**src/rtl/branch_update_queue.sv**
```systemverilog
// In-order queue of in-flight conditional branches. Records PC and fetch-time prediction,
// emits a registered predictor update when the oldest branch resolves, and flushes on mispredict.
module branch_update_queue #(
    parameter int NUM_ENTRIES = 4,
    parameter int PC_WIDTH    = 32
) (
    input  logic                               clk,
    input  logic                               reset,
    input  logic                               alloc_val,
    output logic                               alloc_rdy,
    input  logic [PC_WIDTH-1:0]                alloc_pc,
    input  logic                               alloc_pred,
    input  logic                               resolve_val,
    output logic                               resolve_rdy,
    input  logic                               resolve_taken,
    output logic                               update_en,
    output logic                               update_val,
    output logic [PC_WIDTH-1:0]                update_pc,
    output logic                               mispredict,
    output logic [$clog2(NUM_ENTRIES+1)-1:0]   count
);

    localparam int PTR_W = $clog2(NUM_ENTRIES);
    localparam int CNT_W = $clog2(NUM_ENTRIES + 1);
    localparam logic [CNT_W-1:0] FULL_CNT = CNT_W'(NUM_ENTRIES);
    localparam logic [CNT_W-1:0] ZERO_CNT = {CNT_W{1'b0}};
    localparam logic [PTR_W-1:0] PTR_ONE  = PTR_W'(1);

    logic [PC_WIDTH-1:0]    pc_mem_r [NUM_ENTRIES];
    logic [NUM_ENTRIES-1:0] pred_mem_r;
    logic [PTR_W-1:0]       head_r;
    logic [PTR_W-1:0]       tail_r;
    logic [PTR_W-1:0]       head_nxt_s;
    logic [PTR_W-1:0]       tail_nxt_s;
    logic [CNT_W-1:0]       count_r;
    logic [CNT_W-1:0]       count_nxt_s;
    logic                   alloc_fire_s;
    logic                   resolve_fire_s;
    logic                   flush_s;
    logic [PC_WIDTH-1:0]    head_pc_s;
    logic                   head_pred_s;
    logic                   update_en_r;
    logic                   update_val_r;
    logic [PC_WIDTH-1:0]    update_pc_r;
    logic                   mispredict_r;

    assign alloc_rdy      = (count_r != FULL_CNT);
    assign resolve_rdy    = (count_r != ZERO_CNT);
    assign alloc_fire_s   = alloc_val & alloc_rdy;
    assign resolve_fire_s = resolve_val & resolve_rdy;
    assign head_pc_s      = pc_mem_r[head_r];
    assign head_pred_s    = pred_mem_r[head_r];
    assign flush_s        = resolve_fire_s & (head_pred_s != resolve_taken);

    assign update_en  = update_en_r;
    assign update_val = update_val_r;
    assign update_pc  = update_pc_r;
    assign mispredict = mispredict_r;
    assign count      = count_r;

    // Next pointer/occupancy; a flush collapses the queue onto the old tail, dropping any same-cycle alloc.
    always_comb begin
        head_nxt_s  = head_r;
        tail_nxt_s  = tail_r;
        count_nxt_s = count_r;
        if (flush_s) begin
            head_nxt_s  = tail_r;
            tail_nxt_s  = tail_r;
            count_nxt_s = ZERO_CNT;
        end else begin
            if (alloc_fire_s) begin
                tail_nxt_s = tail_r + PTR_ONE;
            end else begin
                tail_nxt_s = tail_r;
            end
            if (resolve_fire_s) begin
                head_nxt_s = head_r + PTR_ONE;
            end else begin
                head_nxt_s = head_r;
            end
            count_nxt_s = count_r + {{(CNT_W-1){1'b0}}, alloc_fire_s}
                                  - {{(CNT_W-1){1'b0}}, resolve_fire_s};
        end
    end

    // Entry storage; contents need no reset since occupancy gates every read.
    always_ff @(posedge clk) begin
        if (alloc_fire_s) begin
            pc_mem_r[tail_r]   <= alloc_pc;
            pred_mem_r[tail_r] <= alloc_pred;
        end
    end

    // Pointer and occupancy registers.
    always_ff @(posedge clk) begin
        if (reset) begin
            head_r  <= {PTR_W{1'b0}};
            tail_r  <= {PTR_W{1'b0}};
            count_r <= ZERO_CNT;
        end else begin
            head_r  <= head_nxt_s;
            tail_r  <= tail_nxt_s;
            count_r <= count_nxt_s;
        end
    end

    // Registered predictor update; PC and value hold between strobes.
    always_ff @(posedge clk) begin
        if (reset) begin
            update_en_r  <= 1'b0;
            update_val_r <= 1'b0;
            update_pc_r  <= {PC_WIDTH{1'b0}};
            mispredict_r <= 1'b0;
        end else begin
            update_en_r  <= resolve_fire_s;
            mispredict_r <= flush_s;
            if (resolve_fire_s) begin
                update_val_r <= resolve_taken;
                update_pc_r  <= head_pc_s;
            end
        end
    end

endmodule

```
**config.mk**
```make
export PLATFORM = sky130hd
export DESIGN_NAME = branch_update_queue
export DESIGN_NICKNAME = d
export VERILOG_FILES = /design/src/rtl/branch_update_queue.sv
export SDC_FILE = /design/constraint.sdc
export NUM_CORES = 1
export LEC_CHECK = 0
export ABC_CLOCK_PERIOD_IN_PS = 2550
export CORE_ASPECT_RATIO = 1.1
export CORE_MARGIN = 2
export CORE_UTILIZATION = 50
export DETAILED_ROUTE_END_ITERATION = 10
export GPL_TIMING_DRIVEN = 0
export PLACE_DENSITY = 0.76
export REMOVE_ABC_BUFFERS = 1
export SETUP_SLACK_MARGIN = 0.02
export SLEW_MARGIN = 5
export SYNTH_ARGS = -nofsm -noshare
export SYNTH_HDL_FRONTEND = slang
export SYNTH_SLANG_ARGS = --single-unit
```
**constraint.sdc**
```tcl
create_clock -name clk -period 2.55 [get_ports clk]
set_input_delay 0.6375 -clock clk [delete_from_list [all_inputs] [get_ports clk]]
set_output_delay 0.6375 -clock clk [all_outputs]
set_load 0.1 [all_outputs]
```
==> impl_metrics.csv <==
group,metric,value,unit
status,status,"completed",
global_routing,grt_pass1_wl,18700,um
worst_hold_path,min_path_cells,2,
setup_path,path_class,"in2reg",
setup_path,critPathMaxStageDelay,0.58,ns
setup_path,critPathLaunchType,"input pin",
global_routing,grt_pass1_vias,3495,
setup_path,crit_slowest_cell,"clkdlybuf4s50_1",
route,vias,3511,
sta,grt_setup_unrepaired,"yes",
route,finalWirelength,12100,um
pwr,p_leak,2.85,nW
clock_network,cts_buffers,17,
clock_network,clock-sinks,174,
logic_synthesis,synthAdderAreaFrac,1.48,%
route,drtPass1Iterations,4,
pwr,p_per_area,1190,nW/um2
global_routing,antenna_found_initial,0,
floorplan,die-area,13800,um2
sta,fin_crit,2.50,ns
logic_synthesis,yosysTopAreaCell,"edfxtp_1",
route,via_per_inst,5.53,
logic_synthesis,synth-edff-count,132,
global_routing,grt_usage,18.7,%
place,dp_hpwl,7040,um
logic_synthesis,ys_seq_elements,174,
logic_synthesis,avgSynthCellArea,17.0,um2
sta,timing.fmax,401,MHz
clock_network,clkTransAtPathRegs,0.06,ns
route,drc,0,
floorplan,core-area,12600,um2
sta,tightest_slew,0.960,ns
cells_and_area,layout.nets,510,
global_routing,grt_max_degree,44,
place,gp_congestion,0.671,
sta,relSlewSlack,35.8,%
cells_and_area,register_area,4810,um2
pwr,clockPowerShare,26.3,%
clock_network,holdBufCountCts,0,
floorplan,start_util,51.0,%
sta,hold_viol,0,
setup_path,r2r-start,"count[2]$_SDFF_PP0_",
job,cap_violations,0,
clock_network,root_buffer,"clkbuf_16",
logic_synthesis,synth-seq-area-share,74.8,%
pwr,power_switching,3.47,mW
sta,skew,0.00954,ns
route,ant_nets,0,
place,io_buffers,77,
floorplan,die_x,112,um
sta,slew_viol_final,0,
worst_hold_path,hold-path-endpoint,"update_pc[4]$_SDFFE_PP0P_",
cells_and_area,fillCellCount,912,
pwr,p_int,6.15,mW
logic_synthesis,synth_common_cells,"132 x edfxtp_1, 69 x nand2_1, 42 x dfxtp_1",
logic_synthesis,yosys.area_share.simple,6.10,%
worst_hold_path,hp-class,"reg2reg",
cells_and_area,syn2layout_area_growth,25.7,%
logic_synthesis,synth.most_common_cell,"edfxtp_1",
route,drt_iter0_markers,205,
setup_path,arrival,2.81,ns
setup_path,reg2reg_slack,0.09,ns
floorplan,num_io_pins,78,
logic_synthesis,synth_compound_area_share,3.60,%
setup_path,cp-end-kind,"flip-flop",
pwr,power_frac_seq,40.9,%
pwr,p_sw_share,36.1,%
setup_path,path_buf_inv,3,
logic_synthesis,synth_xor_area_share,0.545,%
setup_path,path_cells,"clkdlybuf4s50_1 > and2_1 > inv_1 > ha_1 > inv_1 > ha_1 > fa_2 > xnor2_1 > xnor2_1 > and2_1",
logic_synthesis,ys.flop_type,"edfxtp_1",
global_routing,grt-ovfl-total,0,
floorplan,die_y,123,um
logic_synthesis,synthCells,379,
floorplan,placementRows,43,
route,wl_per_cell,19.0,um
worst_hold_path,hp-start,"update_pc[4]$_SDFFE_PP0P_",
clock_network,cts_tree,"done",
clock_network,clk_latency,0.42,ns
pwr,irDropWorstVdd,886,uV
setup_path,crit_path_max_fanout,7,
cells_and_area,layout-drive-gt1-share,16.9,%
cells_and_area,antennaDiodeCount,0,
logic_synthesis,yosysUniqueCellTypes,31,
clock_network,htreeDepth,4,
sta,holdWs,0.449,ns
logic_synthesis,synth_top_family_by_area,"multiplexers",
sta,final.setup.tns,0,ns
logic_synthesis,yosysWarnings,0,
setup_path,ff2ff_path_depth,11,
logic_synthesis,synth.top_cell.area_share,61.7,%
setup_path,cp_data_required_time,2.86,ns
logic_synthesis,synth_area,6420,um2
cells_and_area,multi_input_area,1530,um2
sta,setup_viol,0,
logic_synthesis,synthMuxAreaShare,11.7,%
logic_synthesis,synth_area_leaders,"edfxtp_1 62%, dfxtp_1 13%, mux4_2 11%",
logic_synthesis,async_flop_share,0,%
setup_path,crit_family,"adder cells",
setup_path,r2r-end,"count[2]$_SDFF_PP0_",
pwr,combPwrFrac,32.9,%
clock_network,clockBufferDepth,2,
sta,period_share,97.9,%
==> tightest hold or removal path, cell delays in order, from the launching register on <==
cell     delay [ns]
dfxtp_1        0.30
nand2_1        0.05
a21oi_1        0.05
==> sequential cells by signal, summed over array words and instances, names as in the netlist <==
register / count
mispredict: 1
update_en: 1
pc_mem_r: 128
update_val: 1
count: 3
head_r: 2
pred_mem_r: 4
tail_r: 2
update_pc: 32
==> power groups by stage <==
stage | sequential [mW] | clock [mW] | combinational [mW]
after CTS | 3.95 | 2.58 | 3.18
after floorplan | 5.15 | 0 | 1.12
after global routing | 4.00 | 2.71 | 3.35
after global placement | 4.06 | 0 | 2.99
final | 3.93 | 2.53 | 3.16
after detailed placement | 4.00 | 0 | 3.25
==> what timing repair did <==
item,CTS,global route
resized for setup,49,6
pin swaps,1,0
endpoints found under the hold margin,0,0
setup endpoints to repair,40,5
buffers inserted,1,1
==> layout make-up <==
type	count	area share, %
flip-flops and latches	174	59.6
multi-input cells	177	18.9
well taps	157	2.43
repair buffers	87	11.3
inverters	8	0.573
clock buffers	19	5.36
clock inverters	13	1.81
==> metal layers <==
layer  vias up  part of all wire (%)  GRT usage, %
li1       1615                     -             -
met1      1778                    43          23.6
met2        96                    51          30.7
met3        22                   4.5          5.59
met4         0                   1.8          7.55
met5         -                     0             0
==> metrics by stage <==
stage                     worst slack, ns  power [mW]  utilization [%]  std cells  cell area, um2
final                              0.0536        9.63             64.1        635            8070
after global routing              -0.0179        10.1             64.1        635            8070
after CTS                          0.0200        9.71             64.0        634            8060
after detailed placement            -1.15        7.25             59.5        601            7490
after global placement              -5.81        7.05             58.0        593            7310
after floorplan                     -3.13        6.27                -        359            6340
==> worst max path at each step <==
stage,start,depth (start not counted),slack [ns],endpoint
6_report,alloc_val,10,0.05,count[2]$_SDFF_PP0_
5_1_grt,count[1]$_SDFF_PP0_,11,-0.02,count[2]$_SDFF_PP0_
4_1_cts,update_pc[2]$_SDFFE_PP0P_,1,0.02,update_pc[2]
3_5_place_dp,resolve_val,12,-1.15,count[2]$_SDFF_PP0_
3_3_place_gp,count[0]$_SDFF_PP0_,9,-5.81,count[2]$_SDFF_PP0_
2_1_floorplan,count[1]$_SDFF_PP0_,9,-3.13,count[2]$_SDFF_PP0_
==> layout by cell type, fill, tap and decap left out, types with 3 or more instances in the layout <==
cell type	n
dlygate4sd2_1	34
dfxtp_1	39
a21oi_1	35
buf_12	4
xnor2_1	3
inv_1	7
and2_1	4
clkbuf_16	17
clkinv_1	4
edfxtp_1	132
clkdlybuf4s50_1	37
clkinvlp_4	3
dlymetal6s2s_1	3
nand2_1	69
and3_2	4
mux4_2	31
buf_16	3
ha_1	6
nand3_1	4
bufinv_16	3
==> logic make-up (layout without fill, tap and decap cells) <==
logic type	count (synthesis)	in the layout
flops	174	174
simple gates	91	91
compound gates	42	42
mux	33	33
buf+inv	28	127
fa+ha+maj	7	7
xor+xnor	4	4
(Power assumes the default switching activity.)
